`config.mk`:
```
export PLATFORM = sky130hd
export DESIGN_NAME = rcs_serial_16bit
export DESIGN_NICKNAME = d
export VERILOG_FILES = /design/src/rtl/rcs_serial_16bit.sv
export SDC_FILE = /design/constraint.sdc
export NUM_CORES = 1
export LEC_CHECK = 0
export CORE_ASPECT_RATIO = 1.25
export CORE_MARGIN = 2
export CORE_UTILIZATION = 43
export CTS_CLUSTER_SIZE = 10
export DETAILED_ROUTE_END_ITERATION = 8
export DONT_BUFFER_PORTS = 1
export HOLD_SLACK_MARGIN = 0.1
export SYNTH_ARGS = -nofsm -noshare
export SYNTH_HDL_FRONTEND = slang
export SYNTH_SLANG_ARGS = --single-unit
```
`constraint.sdc`:
```
create_clock -name clk -period 2.59 [get_ports clk]
set_input_delay 0.259 -clock clk [delete_from_list [all_inputs] [get_ports clk]]
set_output_delay 0.259 -clock clk [all_outputs]
set_load 0.1 [all_outputs]
```
`src/rtl/rcs_serial_16bit.sv`:
```
// rcs_serial_16bit: digit-serial 16-bit signed subtractor computing a - b - bin with valid/ready handshakes
module rcs_serial_16bit #(
  parameter int DIGIT = 4
) (
  input  logic        clk,
  input  logic        rst,
  input  logic        in_valid,
  output logic        in_ready,
  input  logic [15:0] a,
  input  logic [15:0] b,
  input  logic        bin,
  output logic        out_valid,
  input  logic        out_ready,
  output logic [15:0] diff,
  output logic        borrow,
  output logic        ovf
);
  localparam int N = 16 / DIGIT;
  localparam int CW = N > 1 ? $clog2(N) : 1;
  typedef enum logic [1:0] {IDLE, CALC, DONE} state_t;
  state_t state, state_n;
  logic [15:0] a_sh, b_sh;
  logic carry, a15, nb15, last;
  logic [CW-1:0] cnt;
  logic [DIGIT:0] sum;
  assign sum = {1'b0, a_sh[DIGIT-1:0]} + {1'b0, b_sh[DIGIT-1:0]} + {{DIGIT{1'b0}}, carry};
  assign last = cnt == CW'(N - 1);
  assign in_ready = state == IDLE;
  assign out_valid = state == DONE;
  always_ff @(posedge clk or posedge rst) begin
    if (rst) state <= IDLE;
    else state <= state_n;
  end
  always_comb begin
    state_n = state;
    state_n = state == IDLE ? (in_valid ? CALC : IDLE) :
              state == CALC ? (last ? DONE : CALC) :
              (out_ready ? IDLE : DONE);
  end
  always_ff @(posedge clk or posedge rst) begin
    if (rst) begin
      a_sh <= '0;
      b_sh <= '0;
      carry <= 1'b0;
      cnt <= '0;
      a15 <= 1'b0;
      nb15 <= 1'b0;
      diff <= '0;
      borrow <= 1'b0;
      ovf <= 1'b0;
    end else if (in_ready && in_valid) begin
      a_sh <= a;
      b_sh <= ~b;
      carry <= ~bin;
      cnt <= '0;
      a15 <= a[15];
      nb15 <= ~b[15];
    end else if (state == CALC) begin
      a_sh <= a_sh >> DIGIT;
      b_sh <= b_sh >> DIGIT;
      carry <= sum[DIGIT];
      cnt <= cnt + 1'b1;
      diff <= 16'({sum[DIGIT-1:0], diff} >> DIGIT);
      if (last) begin
        borrow <= ~sum[DIGIT];
        ovf <= (a15 == nb15) && (sum[DIGIT-1] != a15);
      end
    end
  end
endmodule

```
=== After elaboration in Yosys (flattened, before gate mapping) ===
Cells that the tools add are included.

* $add $sub $neg: 3
* Equality and inequality tests: 5
* Mux-type cells: 13
* Bitwise logic cells: 5
* Reduce and logical (&&, ||, !) cells: 6

{| class="wikitable"
|+ Operators by type and width
! cell !! count
|-
| $mux 16 || 4
|-
| $not 16->16 || 1
|-
| $mux 2 || 6
|-
| $add 4x4->5 || 1
|-
| $add 5x1->5 || 1
|-
| $eq 2x2->1 const B || 2
|-
| $not 1->1 || 4
|-
| $mux 1 || 3
|-
| $reduce_and 3->1 || 1
|-
| $add 2x1->2 const B || 1
|-
| $eq 2x1->1 const B || 1
|-
| $logic_and 1x1->1 || 2
|-
| $logic_not 2->1 || 1
|-
| $reduce_and 2->1 || 1
|-
| $reduce_bool 2->1 || 1
|-
| $eq 1x1->1 || 1
|-
| $ne 1x1->1 || 1
|}

* Flip-flop bits (word level): 57
* Input bits: 37
* Output and inout bits: 20
* Word-level logic and storage cells: 42

=== Longest topological paths before layout ===
Gate-level depths: netlist of the first run.

* Depth in word-level cells: 4
* Mapped depth: 7
* Depth with buffers taken out: 7

=== Least setup slack after synthesis of the first run ===
No wires, ideal clock.

* Path type: reg2reg
* From: reg state[0]
* To: reg b_sh[14]
* Setup time: 0.132 ns
* Data arrival time: 2.498 ns
* Data required time: 2.458 ns
* Slack: -0.040 ns
* Stages on the path, launching flop included: 6
* Buffers on the path: 1
* Clock period less this slack: 2.630 ns
* Path through: dfrtp_1 -> nor2_1 -> nand2_1 -> buf_2 -> nand3_1 -> o21ai_0

* Longest elaborated chain between the ends: 3
* Elaborated cells on any way between the ends: 5
* Classes of those cells: 1 x eq/ne; 1 x mux; 3 x reduce/logical

{| class="wikitable"
|+ RTL lines
! element !! RTL line !! source
|-
| start: declaration || 21 || <nowiki>state_t state, state_n;</nowiki>
|-
| start signal: assignment || 32 || <nowiki>else state <= state_n;</nowiki>
|-
| $logic_not 2->1 (*) || 28 || <nowiki>assign in_ready = state == IDLE;</nowiki>
|-
| via in_ready || 8 || <nowiki>output logic in_ready,</nowiki>
|-
| $logic_and 1x1->1 (*) || 51 || <nowiki>end else if (in_ready && in_valid) begin</nowiki>
|-
| $mux 16 or $reduce_bool 2->1 (tied branches) || -- ||
|-
| end signal: assignment || 53 || <nowiki>b_sh <= ~b;</nowiki>
|-
| end signal: assignment || 60 || <nowiki>b_sh <= b_sh >> DIGIT;</nowiki>
|-
| end: declaration || 22 || <nowiki>logic [15:0] a_sh, b_sh;</nowiki>
|}

Mark *: on every way through the listed nets, which the timed path passes. The rest lies on a longest branch.
A chain may end at the register's enable or synchronous reset.

=== Worst setup path in the final report of the first run ===
* From: reg b_sh[0]
* To: reg ovf

* Longest elaborated chain between the ends: 4

{| class="wikitable"
|+ RTL lines
! element !! RTL line !! source
|-
| $add 4x4->5 || 26 || <nowiki>assign sum = {1'b0, a_sh[DIGIT-1:0]} + {1'b0, b_sh[DIGIT-1:0]} + {{DIGIT{1'b0}}, carry};</nowiki>
|-
| $add 5x1->5 || 26 ||
|-
| $ne 1x1->1 || 66 || <nowiki>ovf <= (a15 == nb15) && (sum[DIGIT-1] != a15);</nowiki>
|-
| $logic_and 1x1->1 || 66 ||
|-
| end signal: assignment || 66 ||
|-
| end: declaration || 16 || <nowiki>output logic ovf</nowiki>
|}

Every way passes these cells.

==> results of run 1 <==
==> through the flow <==
stage	std cells	area, µm²	hold WS [ps]	setup WS (ps)	utilization, %
5_1_grt	339	2980	144	569	54.8
2_1_floorplan	239	2420	355	516	-
3_3_place_gp	300	2520	113	736	46.4
4_1_cts	339	2980	127	691	54.8
6_report	339	2980	139	689	54.8
3_5_place_dp	300	2520	121	710	46.4
==> per-layer routing <==
metal | track usage, % | wire length (µm)
met1 | 22.7 | 2420
met2 | 29.5 | 2580
met3 | 6.67 | 260
met4 | 7.72 | 72
met5 | 0 | 0
==> registers in the layout, summed over array words and instances, names as in the netlist <==
signal and flops:
b_sh 16, borrow 1, diff 16, a15 1, nb15 1, cnt 2, a_sh 16, carry 1
ovf 1, state 2
==> cell usage in the layout (no fill, tap or decap), types with 2 or more instances in the layout <==
cell / instances
a21oi_1: 5
a221o_1: 14
a22oi_1: 10
buf_4: 10
bufinv_16: 2
clkbuf_8: 11
clkinv_2: 2
dfrtp_1: 57
dlygate4sd3_1: 23
fa_1: 2
ha_1: 4
inv_1: 8
nand2_1: 76
nand3_1: 3
nor2_1: 14
nor2_2: 3
nor3_1: 2
o21ai_0: 13
==> what timing repair did <==
item / in CTS / in global routing
hold buffers: 23 / 0
endpoints found under the setup margin: 0 / 0
endpoints found under the hold margin: 37 / 0
==> cell type report <==
type | instances | area share [%]
tap | 64 | 2.68
clock buffer | 11 | 5.07
sequential | 57 | 47.8
inverter | 9 | 1.13
multi-input combinational | 160 | 30.5
clock inverter | 5 | 2.60
timing repair buffer | 33 | 10.2
==> final timing paths <==
| path | from | endpoint | slack, ps |
|---|---|---|---|
| setup reg to reg | b_sh[0] | ovf | 690 |
| hold / removal | b[8] | b_sh[8] | 140 |
| hold reg to reg | a_sh[6] | a_sh[6] | 470 |
| setup / recovery | b_sh[0] | ovf | 690 |
| max in group asynchronous | rst | b_sh[6] | 1620 |
| min in group asynchronous | rst | diff[7] | 330 |
==> logic make-up after synthesis <==
group                    count (synthesis)  share of synthesized area, %
XOR/XNOR                                 1                         0.362
AND/OR/NAND/NOR                        103                          17.7
multiplexers                             1                         0.466
buffers and inverters                   22                          3.88
AO/OA/AOI/OAI                           49                          14.9
flip-flops                              57                          59.0
adder cells (fa/ha/maj)                  6                          3.73
==> metrics.md, run 1 <==
| Metric | Value |
|---|---|
| Average cell area after synthesis | `10.1 µm²` |
| Number of design-rule violations left by the first detailed-router iteration | `93` |
| Syn nets | `282` |
| I/O Buffers | `0` |
| Post-CTS setup-driven buffer insertion count | `0` |
| Most instantiated cells after synthesis | `nand2_1 (76), dfrtp_1 (57), nor2_1 (16)` |
| CTS buffer count | `9` |
| Unrepaired setup endpoints after global routing | `no` |
| Global route total overflow | `0` |
| Instance count of the mapped netlist | `239` |
| Type of the most critical hold path | `primary input to flop` |
| Estimated wirelength of the detail-placed design | `3420 µm` |
| Final Max Slew Viols | `0` |
| Crit path time final | `1900 ps` |
| Worst setup EP type | `flop` |
| CTS tree | `yes` |
| WP buf/inv | `1` |
| Total number of vias | `1,808` |
| Nets | `313` |
| Largest net degree at the start of global routing | `47` |
| Number of top-level pins | `57` |
| Worst skew pair latency | `340 ps` |
| Number of failing setup endpoints in the final timing report | `0` |
| CP top delay family | `simple AND/OR/NAND/NOR gates` |
| Post-synth top area share | `59.0%` |
| Total GRT Usage | `18.4%` |
| Post-synth cell types | `30` |
| Layout cells sized above 1 | `12.7%` |
| Synth Warn # | `0` |
| Area growth from synthesis to final layout | `23.4%` |
| Logic depth of the worst path, buffers included | `6` |
| Sinks on the clock net | `57` |
| Fill cell total of the finished layout | `484` |
| Slowest Stage Delay on Critical Path | `410 ps` |
| Height of the chip | `87.8 µm` |
| H-Tree Depth | `3` |
| Total area of multi-input combinational cells | `910 µm²` |
| Global-route wire length before repair | `8700 µm` |
| Vias in the first global route | `1,803` |
| First-pass iteration count of the detailed router | `4` |
| Synth top area cells | `dfrtp_1 (59%), nand2_1 (12%), a221o_1 (5.8%)` |
| Syn Std Cell Area | `0.00242 mm²` |
| Result of the run | `complete, no violations` |
| Flip-flop and latch area | `0.00143 mm²` |
| Slew at the pin closest to its max-slew limit | `1130 ps` |
| Worst Setup Path Type | `flop to flop` |
| Register area share after synthesis | `59.0%` |
| Most frequently used cell type in the post-synthesis netlist | `nand2_1` |
| Number of remaining DRC errors | `0` |
| Via density per instance | `5.33` |
| Number of enable flip-flop cells after synthesis | `0` |
| Share of flip-flops with an asynchronous set or reset after synthesis | `100%` |
| Wirelength, routed | `5340 µm` |
| Upper clock frequency limit | `0.526 GHz` |
| Startpoint types | `flop` |
| Buffer type at the clock tree root | `clkbuf_8` |
| Cell accounting for the most synthesized area | `dfrtp_1` |
| Worst-path cell chain | `inv_1 > fa_1 > nand3b_1 > and3b_2 > or4_1 > a31oi_1` |
| Data required time of the critical path | `2850 ps` |
| Initial standard-cell utilization of the core | `44.4%` |
| Register clock-pin slew on the reported worst setup and hold paths | `70 ps` |
| Die width | `71.1 µm` |
| Yosys reg bits | `57` |
| Fin. Hold Viols | `0` |
| Number of placement rows | `30` |
| Primary FF master, synth | `dfrtp_1` |
| Signal arrival time at the worst endpoint | `2160 ps` |
| Number of instances on the worst hold path | `2` |
| Summed negative setup slack over all endpoints | `0 ps` |
| Max Cap Violations | `0` |
| Global placement routability congestion | `0.737` |
| Clock skew after layout | `9.61 ps` |
| Clock Tree Buf Depth | `2` |
| # resized after CTS | `0` |
| Routed len/inst | `15.7 µm` |
| Headroom to the max-slew limit | `24.8%` |
| Inserted Diodes | `0` |
| CORE AREA | `0.00544 mm²` |
| Final Cycle Share | `73.4%` |
| Critical path fanouts, max | `3` |
| Slowest cell on crit path | `fa_1` |
| Number of cell instances on the worst register-to-register path | `6` |
| Antenna violations before repair | `0` |
| Die Footprint | `0.00624 mm²` |
| Number of nets with antenna violations after detailed routing | `0` |
Power of run 1 is left out: the tool's default activity adds up to more than one toggle a clock period on the data nets, which glitch-free logic cannot reach.
==> inputs of run 2 (changes only) <==
==> constraint.sdc (replaced) <==
create_clock -name clk -period 1.5 [get_ports clk]
set_input_delay 0.15 -clock clk [delete_from_list [all_inputs] [get_ports clk]]
set_output_delay 0.15 -clock clk [all_outputs]
set_load 0.1 [all_outputs]
==> metrics.md, run 2 (synthesis gave the netlist of run 1 again) <==
| Metric | Value |
|---|---|
| Number of placement rows | `30 (unchanged)` |
| Upper clock frequency limit | `0.562 GHz (+6.9%)` |
| Largest net degree at the start of global routing | `30 (-36%)` |
| Headroom to the max-slew limit | `58.2% (+33 points)` |
| Final standard cell utilization of the core | `62.0% (+7.2 points)` |
| CTS buffer count | `9 (unchanged)` |
| Clock skew after layout | `5.60 ps (-4.01 ps)` |
| Total area of multi-input combinational cells | `965 µm² (+6.1%)` |
| Result of the run | `finished, violations left` |
| Buffer type at the clock tree root | `clkbuf_8` |
| Die Footprint | `0.00624 mm² (unchanged)` |
| Slew at the pin closest to its max-slew limit | `625 ps (-502 ps)` |
| Layout cells sized above 1 | `24.4% (+12 points)` |
| Die width | `71.1 µm (unchanged)` |
| Post-detailed-placement cell area | `0.00280 mm² (+11%)` |
| Global placement routability congestion | `0.833 (+13%)` |
| Global-route wire length before repair | `8750 µm (+0.56%)` |
| Number of design-rule violations left by the first detailed-router iteration | `108 (+16%)` |
| Wirelength, routed | `5640 µm (+5.7%)` |
| Worst Setup Path Type | `flop to flop` |
| Number of remaining DRC errors | `0 (unchanged)` |
| Estimated wirelength of the detail-placed design | `3570 µm (+4.4%)` |
| Most used cells in the layout excluding fill and tap cells | `nand2_1 (75), dfrtp_1 (55), buf_4 (35)` |
| Fin. Hold Viols | `0 (unchanged)` |
| CTS tree | `yes` |
| Type of the most critical hold path | `primary input to flop` |
| Startpoint types | `flop` |
| Clock Tree Buf Depth | `2 (unchanged)` |
| Number of failing setup endpoints in the final timing report | `5 (+5)` |
| CORE AREA | `0.00544 mm² (unchanged)` |
| Summed negative setup slack over all endpoints | `-874 ps (-874 ps)` |
| Vias in the first global route | `1,827 (+1.3%)` |
| Leading registers by flop count | `a_sh: 16 flops, b_sh: 16 flops, diff: 16 flops` |
| Final Max Slew Viols | `0 (unchanged)` |
| Data required time of the critical path | `1760 ps (-1090 ps)` |
| Inserted Diodes | `0 (unchanged)` |
| Height of the chip | `87.8 µm (unchanged)` |
| Crit path time final | `1780 ps (-122 ps)` |
| Slowest cell on crit path | `fa_2` |
| Fill cell total of the finished layout | `453 (-6.4%)` |
| Nets | `354 (+13%)` |
| Worst skew pair latency | `330 ps (about the same)` |
| Routed len/inst | `14.8 µm (-5.7%)` |
| Flip-flop and latch area | `0.00143 mm² (+0.18%)` |
| Total GRT Usage | `18.5% (+0.076 points)` |
| Number of top-level pins | `57 (unchanged)` |
| Worst-path cell chain | `inv_2 > fa_2 > nand3b_1 > and3b_2 > or4_1 > a31oi_1` |
| Via density per instance | `5.12 (-4.0%)` |
| Register clock-pin slew on the reported worst setup and hold paths | `60 ps (about the same)` |
| Worst setup EP type | `flop` |
| Worst setup slack after layout | `-279 ps (-968 ps)` |
| Violated checks | `setup timing` |
| Critical path fanouts, max | `2 (-1)` |
| Initial standard-cell utilization of the core | `44.4% (unchanged)` |
| Signal arrival time at the worst endpoint | `2030 ps (-130 ps)` |
| Slowest Stage Delay on Critical Path | `390 ps (-20 ps)` |
| Global route total overflow | `0 (unchanged)` |
| Sinks on the clock net | `57 (unchanged)` |
| Final Cycle Share | `119% (+45 points)` |
| Unrepaired setup endpoints after global routing | `yes` |
| First-pass iteration count of the detailed router | `4 (unchanged)` |
| Antenna violations before repair | `0 (unchanged)` |
| Leading cell type in the layout, fill and taps excluded | `nand2_1` |
| Final-layout worst hold slack | `113 ps (-25.4 ps)` |
| Non-Filler Cell Area, Final | `0.00337 mm² (+13%)` |
| Area growth from synthesis to final layout | `39.6%` |
| Number of nets with antenna violations after detailed routing | `0 (unchanged)` |
| I/O Buffers | `0 (unchanged)` |
| Max Cap Violations | `0 (unchanged)` |
| H-Tree Depth | `3 (unchanged)` |
| Total number of vias | `1,946 (+7.6%)` |
run 2: area by class of cell:
class | count | area share [%]
Sequential cell | 57 | 42.3
Multi-Input combinational cell | 160 | 28.6
Timing Repair Buffer | 74 | 20.4
Clock buffer | 13 | 4.71
Tap cell | 64 | 2.37
Inverter | 9 | 1.11
Clock inverter | 3 | 0.445
run 2: worst max-delay path: cells and delay by family (launching register included):
kind | cells | cell delay, ps
AO/OA/AOI/OAI | 1 | 140
adder cells (fa/ha/maj) | 1 | 390
buffers and inverters | 1 | 50
flip-flops | 1 | 340
AND/OR/NAND/NOR | 3 | 770
run 2: stage by stage:
stage               cells  setup WS [ps]
finish                380           -279
global route          380           -406
CTS                   379           -301
detailed placement    328           -308
global placement      328           -237
floorplan             239           -202
run 2: timing repair:
item,CTS,global route
endpoints found under the hold margin,92,0
gates resized for setup,8,7
pin swaps,1,3
hold buffers,34,0
buffers inserted,1,1
endpoints found under the setup margin,34,16
run 2: worst paths after layout:
kind / startpoint / to / slack (ps) / depth (start not counted)
min in group asynchronous: rst / diff[11] / 300 / 2
setup / recovery: a_sh[0] / ovf / -280 / 6
setup reg to reg: a_sh[0] / ovf / -280 / 6
max in group asynchronous: rst / b_sh[7] / 690 / 3
hold / removal: b[0] / b_sh[0] / 110 / 2
hold reg to reg: diff[3] / diff[3] / 470 / 2
run 2: per-layer routing:
| layer | global-route usage [%] | wire length [µm] | part of all wire, % |
|---|---|---|---|
| met2 | 30.0 | 2830 | 50 |
| met3 | 6.21 | 263 | 4.7 |
| met5 | 0 | 0 | 0 |
| met1 | 22.8 | 2460 | 44 |
| met4 | 7.89 | 89 | 1.6 |
Power of run 2 is left out for the same reason.
